<file path="config.mk">
export PLATFORM = sky130hd
export DESIGN_NAME = traffic_phase_sched
export DESIGN_NICKNAME = d
export VERILOG_FILES = /design/src/rtl/traffic_pkg.sv /design/src/rtl/phase_timer.sv /design/src/rtl/traffic_phase_sched.sv
export SDC_FILE = /design/constraint.sdc
export NUM_CORES = 1
export LEC_CHECK = 0
export CAP_MARGIN = 20
export CORE_ASPECT_RATIO = 0.75
export CORE_MARGIN = 8
export CORE_UTILIZATION = 46
export CTS_BUF_LIST = sky130_fd_sc_hd__clkbuf_4 sky130_fd_sc_hd__clkbuf_8
export CTS_CLUSTER_DIAMETER = 200
export DETAILED_ROUTE_END_ITERATION = 8
export PLACE_DENSITY = 0.9
export REMOVE_ABC_BUFFERS = 1
export SLEW_MARGIN = 15
export SYNTH_ARGS = -nofsm -noshare
export SYNTH_HDL_FRONTEND = slang
export SYNTH_SLANG_ARGS = --single-unit
export TNS_END_PERCENT = 30
</file>
<file path="constraint.sdc">
create_clock -name CLK -period 2.15 [get_ports CLK]
set_clock_uncertainty 0.05 [all_clocks]
set_input_delay 0.43 -clock CLK [delete_from_list [all_inputs] [get_ports CLK]]
set_output_delay 0.43 -clock CLK [all_outputs]
set_load 0.05 [all_outputs]
</file>
<file path="src/rtl/traffic_pkg.sv">
// Shared phase encodings, light patterns and default timing for the
// intersection phase scheduler.
package traffic_pkg;

   typedef enum logic [1:0] {
      S_AG = 2'b00,
      S_AY = 2'b01,
      S_BG = 2'b10,
      S_BY = 2'b11
   } phase_t;

   // LED order is {A_R,A_Y,A_G,B_R,B_Y,B_G}
   localparam logic [5:0] LED_AG     = 6'b001100;
   localparam logic [5:0] LED_AY     = 6'b010100;
   localparam logic [5:0] LED_BG     = 6'b100001;
   localparam logic [5:0] LED_BY     = 6'b100010;
   localparam logic [5:0] LED_ALLRED = 6'b100100;

   localparam int DEF_AG_TIME   = 27;
   localparam int DEF_BG_TIME   = 17;
   localparam int DEF_Y_TIME    = 3;
   localparam int DEF_MIN_GREEN = 5;
   localparam int DEF_W         = 6;

endpackage

</file>
<file path="src/rtl/phase_timer.sv">
// Loadable down-counter holding the remaining TICKs of the current phase.
// Freeze outranks load and decrement so an emergency hold keeps the count.
module phase_timer #(
   parameter int             W       = 6,
   parameter logic [W-1:0]   RST_VAL = '0
) (
   input  logic         i_clk,
   input  logic         i_rst,
   input  logic         i_load,
   input  logic [W-1:0] i_load_val,
   input  logic         i_dec_en,
   input  logic         i_freeze,
   output logic [W-1:0] o_cnt,
   output logic         o_is_one
);

   localparam logic [W-1:0] ONE = W'(1);

   logic [W-1:0] r_cnt;

   always_ff @(posedge i_clk) begin
      if (i_rst) begin
         r_cnt <= RST_VAL;
      end else if (i_freeze) begin
         r_cnt <= r_cnt;
      end else if (i_load) begin
         r_cnt <= i_load_val;
      end else if (i_dec_en) begin
         r_cnt <= r_cnt - ONE;
      end
   end

   assign o_cnt    = r_cnt;
   assign o_is_one = (r_cnt == ONE);

endmodule

</file>
<file path="src/rtl/traffic_phase_sched.sv">
// Two-road phase scheduler: AG -> AY -> BG -> BY with sensor-driven early
// handover / green hold, emergency all-red freeze, and display decoding.
module traffic_phase_sched
   import traffic_pkg::*;
#(
   parameter int AG_TIME   = DEF_AG_TIME,
   parameter int BG_TIME   = DEF_BG_TIME,
   parameter int Y_TIME    = DEF_Y_TIME,
   parameter int MIN_GREEN = DEF_MIN_GREEN,
   parameter int W         = DEF_W
) (
   input  logic         CLK,
   input  logic         RST,
   input  logic         TICK,
   input  logic         AS,
   input  logic         BS,
   input  logic         EMG,
   output logic [1:0]   state,
   output logic [5:0]   led,
   output logic [W-1:0] A_time,
   output logic [W-1:0] B_time,
   output logic         phase_done
);

   localparam int MAX_GREEN = (AG_TIME > BG_TIME) ? AG_TIME : BG_TIME;

   generate
      if (!(MIN_GREEN >= 1 && MIN_GREEN < AG_TIME && MIN_GREEN < BG_TIME &&
            Y_TIME >= 1 && (MAX_GREEN + Y_TIME) <= ((1 << W) - 1))) begin : g_bad_params
         $error("traffic_phase_sched: illegal timing parameters");
      end
   endgenerate

   localparam logic [W-1:0] C_AG  = W'(AG_TIME);
   localparam logic [W-1:0] C_BG  = W'(BG_TIME);
   localparam logic [W-1:0] C_Y   = W'(Y_TIME);
   localparam logic [W-1:0] C_MIN = W'(MIN_GREEN);

   phase_t       r_state;
   phase_t       w_next_state;
   logic         r_phase_done;
   logic         w_load;
   logic         w_dec;
   logic [W-1:0] w_load_val;
   logic [W-1:0] w_cnt;
   logic         w_is_one;
   logic         w_mine;
   logic         w_other;
   logic [W-1:0] w_green_len;
   logic [W-1:0] w_elapsed;

   phase_timer #(
      .W       (W),
      .RST_VAL (C_AG)
   ) u_timer (
      .i_clk      (CLK),
      .i_rst      (RST),
      .i_load     (w_load),
      .i_load_val (w_load_val),
      .i_dec_en   (w_dec),
      .i_freeze   (EMG),
      .o_cnt      (w_cnt),
      .o_is_one   (w_is_one)
   );

   always_ff @(posedge CLK) begin
      if (RST) begin
         r_state      <= S_AG;
         r_phase_done <= 1'b0;
      end else begin
         r_state      <= w_next_state;
         r_phase_done <= (w_next_state != r_state);
      end
   end

   // Green phases see their own road as "mine"; holding at cnt==1 simply
   // suppresses both load and decrement.
   always_comb begin
      w_next_state = r_state;
      w_load       = 1'b0;
      w_load_val   = C_Y;
      w_dec        = 1'b0;
      w_mine       = (r_state == S_AG) ? AS : BS;
      w_other      = (r_state == S_AG) ? BS : AS;
      w_green_len  = (r_state == S_AG) ? C_AG : C_BG;
      w_elapsed    = w_green_len - w_cnt;
      if (TICK && !EMG) begin
         unique case (r_state)
            S_AG, S_BG: begin
               if ((!w_mine && w_other && (w_elapsed >= C_MIN)) ||
                   (w_is_one && !(w_mine && !w_other))) begin
                  w_next_state = (r_state == S_AG) ? S_AY : S_BY;
                  w_load       = 1'b1;
                  w_load_val   = C_Y;
               end else if (!w_is_one) begin
                  w_dec = 1'b1;
               end
            end
            S_AY: begin
               if (w_is_one) begin
                  w_next_state = S_BG;
                  w_load       = 1'b1;
                  w_load_val   = C_BG;
               end else begin
                  w_dec = 1'b1;
               end
            end
            S_BY: begin
               if (w_is_one) begin
                  w_next_state = S_AG;
                  w_load       = 1'b1;
                  w_load_val   = C_AG;
               end else begin
                  w_dec = 1'b1;
               end
            end
         endcase
      end
   end

   always_comb begin
      led    = LED_AG;
      A_time = w_cnt;
      B_time = w_cnt;
      if (EMG) begin
         led    = LED_ALLRED;
         A_time = '0;
         B_time = '0;
      end else begin
         unique case (r_state)
            S_AG: begin
               led    = LED_AG;
               B_time = w_cnt + C_Y;
            end
            S_AY: led = LED_AY;
            S_BG: begin
               led    = LED_BG;
               A_time = w_cnt + C_Y;
            end
            S_BY: led = LED_BY;
         endcase
      end
   end

   assign state      = r_state;
   assign phase_done = r_phase_done;

endmodule

</file>
[Word level (Yosys, flattened, before mapping)]
Cells that the tools add are included.
Storage, ports and cells
  register bits after elaboration: 9
  output and inout bits: 21
  RAM bits: 0
  bits in read-only memories: 0
  bits of input ports: 6
  logic and storage cells: 57
  latch bits: 0
  memories: 0
Cells by class
  add/subtract/negate cells: 3
  shifts and indexed selects: 0
  magnitude comparators: 1
  equality and inequality tests: 5
  div/mod/pow operators: 0
  reduce and logical (&&, ||, !) cells: 15
  $mul: 0
  bitwise operators: 1
  muxes and demuxes: 29
Operator list (number)
  6-bit 2-to-1 mux: 8
  6-bit case mux with 4 select lines: 1
  6-bit case mux with 3 select lines: 1
  2-bit 2-to-1 mux: 5
  5-bit 2-to-1 mux: 2
  1-bit 2-to-1 mux: 8
  6-bit by 2-bit adder with 6-bit output, second input constant: 1
  6-bit by 1-bit == test with 1-bit output, second input constant: 1
  6-bit by 3-bit >= comparator with 1-bit output, second input constant: 1
  2-bit case mux with 3 select lines: 1
  5-bit by 6-bit subtractor with 6-bit output: 1
  6-bit by 1-bit subtractor with 6-bit output, second input constant: 1
  1-bit logical AND: 5
  2-bit == test, second input constant: 2
  1-bit logical NOT: 4
  4-bit 2-to-1 mux: 1
  1-bit case mux with 2 select lines: 2
  2-bit OR reduction: 2
  2-bit by 1-bit == test with 1-bit output, second input constant: 1
  2-bit logical NOT: 1
  2-bit inequality test: 1
  2-bit AND reduction: 1
  2-bit nonzero test: 1
  1-bit logical OR: 1
  1-bit inverter: 1

[Longest topological paths before layout]
  depth after elaboration: 12
  gate-level depth with buffers: 11

[Hierarchy]
From an unflattened synthesis, not the netlist that was laid out.
Second synthesis, totals
  cells, all modules: 145
  area total of the unflattened synthesis: 1021.0 sq um
Modules (own cells, without submodules)
  traffic_phase_sched: seq. area each 60.1 sq um, cells an instance 96, area an instance 616.8 sq um, times used 1
  phase_timer: seq. area each 120.1 sq um, cells an instance 49, area an instance 404.1 sq um, times used 1

[Worst setup path after synthesis]
Ideal clock, no wire load.
  path type: register to output
  start point: register r_state[1] (netlist: state[1])
  end point: output A_time[1]
  path slack: -0.730 ns
  required time: 1.670 ns
  buffers on the path: 1
  cell stages (with the launch flop): 5
  arrival: 2.400 ns
  cells stage by stage: dfxtp_1 -> buf_6 -> nor2b_4 -> nor2_1 -> a211oi_1
Between the ends
  longest elaborated chain between the ends: 3
RTL lines
  start: declaration: RTL line traffic_phase_sched.sv:39  | phase_t r_state;
  start signal: assignment: RTL line traffic_phase_sched.sv:71  | r_state <= w_next_state;
  2-bit == test: RTL line traffic_phase_sched.sv:130  | unique case (r_state)
  6-bit 2-to-1 mux: RTL line traffic_phase_sched.sv:130
  6-bit 2-to-1 mux: RTL line traffic_phase_sched.sv:125  | if (EMG) begin
  end: declaration: RTL line traffic_phase_sched.sv:20  | output logic [W-1:0] A_time,
Every way passes these cells.

[Final worst setup path]
  start point: register r_state[0] (netlist: state[0])
  end point: output A_time[3]
Same word-level chain as after synthesis.

==> out/results.ini <==
[clock_tree]
clockRootBuffer=clkbuf_4
hold_buffers=0
path_clk_slew_ns=0.06
cts-buffers-inserted=3
clockBufferDepth=2
insertion_delay_ns=0.27
cts.htree.levels=1
cts_sinks=9
cts_tree=yes

[timing]
fin_ws_ns=-0.129
hold_violations=0
tightest_slew_ns=0.598
finalCritPeriodShare_pct=106
setup_violations=10
tns_ns=-0.712
fmax_mhz=439
maxSlewViolCount=0
rsz0062_at_grt=true
period_minus_slack_ns=2.28
slew_headroom_pct=59.7

[logic_synthesis]
synthDistinctLibCells=50
synth_edf_count=0
synth_top_area_share_pct=16.5
netlist_area_sq_um=1090
synth-seq-cells=9
ys_top_cells_by_count=nor2_1 (16), a21oi_1 (11), dfxtp_1 (9), o21ai_0 (9)
postSynthAreaPerCell_sq_um=7.85
synth_area_leaders=dfxtp_1 (17%), nor2_1 (5.5%), a21oi_1 (5.0%)
seq_area_frac_synth_pct=16.5
synth_cells=139
yosys_warnings=0
synthArstFlopShare_pct=0
yosysMostFrequentCell=nor2_1
synth_flop_cell=dfxtp_1
yosysTopAreaCell=dfxtp_1

[power_and_ir_drop]
p_clk_share_pct=20.5
intPower_uw=442
pwr_density_cell_nw_per_um2=356
leakagePower_nw=0.798
p_comb_share_pct=54.7
p_seq_share_pct=24.8
switching_power_uw=279
p_sw_share_pct=38.6
fin_total_pwr_uw=721
ir_worst_vdd_v=0.000416

[floorplan]
fp.dieArea_sq_um=4200
die_w_um=72.2
die_height_um=58.2
io_pins=27
start_util_pct=48.0
core_sq_um=2270
row_count=15

[finish]
drive_gt1_share_pct=57.8
fin_nets=203
final_cells=226
syn2layout_area_growth_pct=85.6
diodes=0

[global_route]
grt_max_degree=15
antenna_found_initial=0
grt_pass1_vias=1296
grt.total_usage_pct=18.6
grt_pass1_wl_um=6290
overflow=0

[placed_design]
place_inst=215
numPortBuffers=26
hpwl_um=2780
pre_cts_slack_ns=-0.217
place.gp.congestion=0.897

[setup_path]
r2r-start=state[0]$_SDFF_PP0_
startpoint_type=flip-flop
ff2ff_setup_slack_ns=-0.08
arrival_ns=1.80
cp_max_fo=8
cp_slowest_stage_delay_ns=0.41
required_ns=1.67
r2r-end=u_timer.o_cnt[4]$_SDFFE_PP1P_
crit_type=reg -> out
cp_slowest_cell=or3_1
reg2reg_depth=8
worstSetupEndpointType=output port
crit_chain=buf_4 > inv_2 > nand2_2 > or3_1 > a21oi_2 > buf_12

[drt]
avgViaCountPerCell=6.17
drt_iter0_drc=231
drc_errors=0
wl_um=4580
vias=1394
wire_per_inst_um=20.3
firstDrtPassIters=4
ant_nets=0

[status]
violations=negative setup slack
status=complete, but fails checks

[hold_path]
min-delay-start=u_timer.o_cnt[1]$_SDFFE_PP1P_
hold_path.class=reg -> reg
worstHoldEndpoint=u_timer.o_cnt[1]$_SDFFE_PP1P_
holdPathStages=3

[run]
cap_violations=0

worst max path at each step:
stage | from | end | slack [ns]
2_1_floorplan | state[1]$_SDFF_PP0_ | A_time[1] | -0.82
3_3_place_gp | state[1]$_SDFF_PP0_ | u_timer.o_cnt[0]$_SDFFE_PP1P_ | -0.06
3_5_place_dp | state[1]$_SDFF_PP0_ | u_timer.o_cnt[0]$_SDFFE_PP1P_ | -0.22
4_1_cts | EMG | led[3] | -0.05
5_1_grt | state[0]$_SDFF_PP0_ | A_time[5] | -0.17
6_report | state[0]$_SDFF_PP0_ | A_time[3] | -0.13
routing by layer:
layer  wire (um)  global-route usage (%)  share of wire, %  vias up
li1            -                       -                 -      620
met4         140                    5.22               3.1        0
met1        1840                    20.6                40      683
met5           0                       0                 0        -
met3         379                    6.54               8.3       14
met2        2220                    32.6                49       77
placed cells by master (no fill, tap or decap), drive strengths merged, types with 3 or more instances in the layout:
cell type | Yosys | final
a2111oi | 4 | 4
a211oi | 4 | 4
a21oi | 11 | 11
buf | 3 | 53
clkbuf | 7 | 4
clkdlybuf4s50 | 0 | 5
dfxtp | 9 | 9
ha | 4 | 4
inv | 8 | 8
nand2 | 5 | 5
nand3 | 6 | 6
nor2 | 17 | 17
nor2b | 5 | 5
nor3 | 5 | 5
o21ai | 10 | 10
o31ai | 3 | 3
or3 | 8 | 8
xnor2 | 5 | 5
registers in the layout, summed over array words and instances (netlist names):
name	cells
phase_done	1
state	2
u_timer.o_cnt	6
layout make-up:
class / count / area (sq um)
Multi-Input combinational cell: 112 / 1000
Timing Repair Buffer: 59 / 717
Fill cell: 110 / 246
Sequential cell: 9 / 196
Tap cell: 34 / 42.5
Inverter: 8 / 35.0
Clock buffer: 4 / 30.0
what timing repair did:
| item | 4_1_cts | 5_1_grt |
|---|---|---|
| setup endpoints to repair | 18 | 23 |
| pin swaps | 8 | 9 |
| buffers inserted | 2 | 6 |
| gates cloned | 0 | 0 |
| resized for setup | 28 | 29 |
| hold endpoints to repair | 0 | 0 |
worst max-delay path: cells and delay by family (launching register included):
| family | cells | cell delay (ns) |
|---|---|---|
| flip-flops | 1 | 0.36 |
| buffers and inverters | 3 | 0.44 |
| AND/OR/NAND/NOR | 2 | 0.53 |
| AO/OA/AOI/OAI | 1 | 0.20 |
stage by stage:
stage / utilization [%] / area [sq um] / hold WS (ns)
2_1_floorplan: - / 1040 / 0.449
3_3_place_gp: 75.9 / 1720 / 0.531
3_5_place_dp: 75.9 / 1720 / 0.552
4_1_cts: 81.4 / 1850 / 0.613
5_1_grt: 89.1 / 2020 / 0.652
6_report: 89.1 / 2020 / 0.639
kinds of logic (layout without fill, tap and decap cells):
| kind of cell | count (synthesis) | after routing | share of synthesized area, % |
|---|---|---|---|
| multiplexers | 1 | 1 | 0.917 |
| buffers and inverters | 18 | 71 | 7.91 |
| AO/OA/AOI/OAI | 44 | 44 | 33.8 |
| XOR/XNOR | 6 | 6 | 4.82 |
| flip-flops | 9 | 9 | 16.5 |
| AND/OR/NAND/NOR | 57 | 57 | 31.4 |
| adder cells (fa/ha/maj) | 4 | 4 | 4.59 |
power groups by stage:
stage                     clock network [mW]  registers, mW  logic [mW]
after floorplan                            0          0.185       0.155
after global placement                     0          0.181       0.305
after detailed placement                   0          0.182       0.317
after CTS                              0.145          0.177       0.337
after global routing                   0.157          0.179       0.411
final                                  0.148          0.179       0.394
Note: power is estimated with default switching activity, not from simulation.
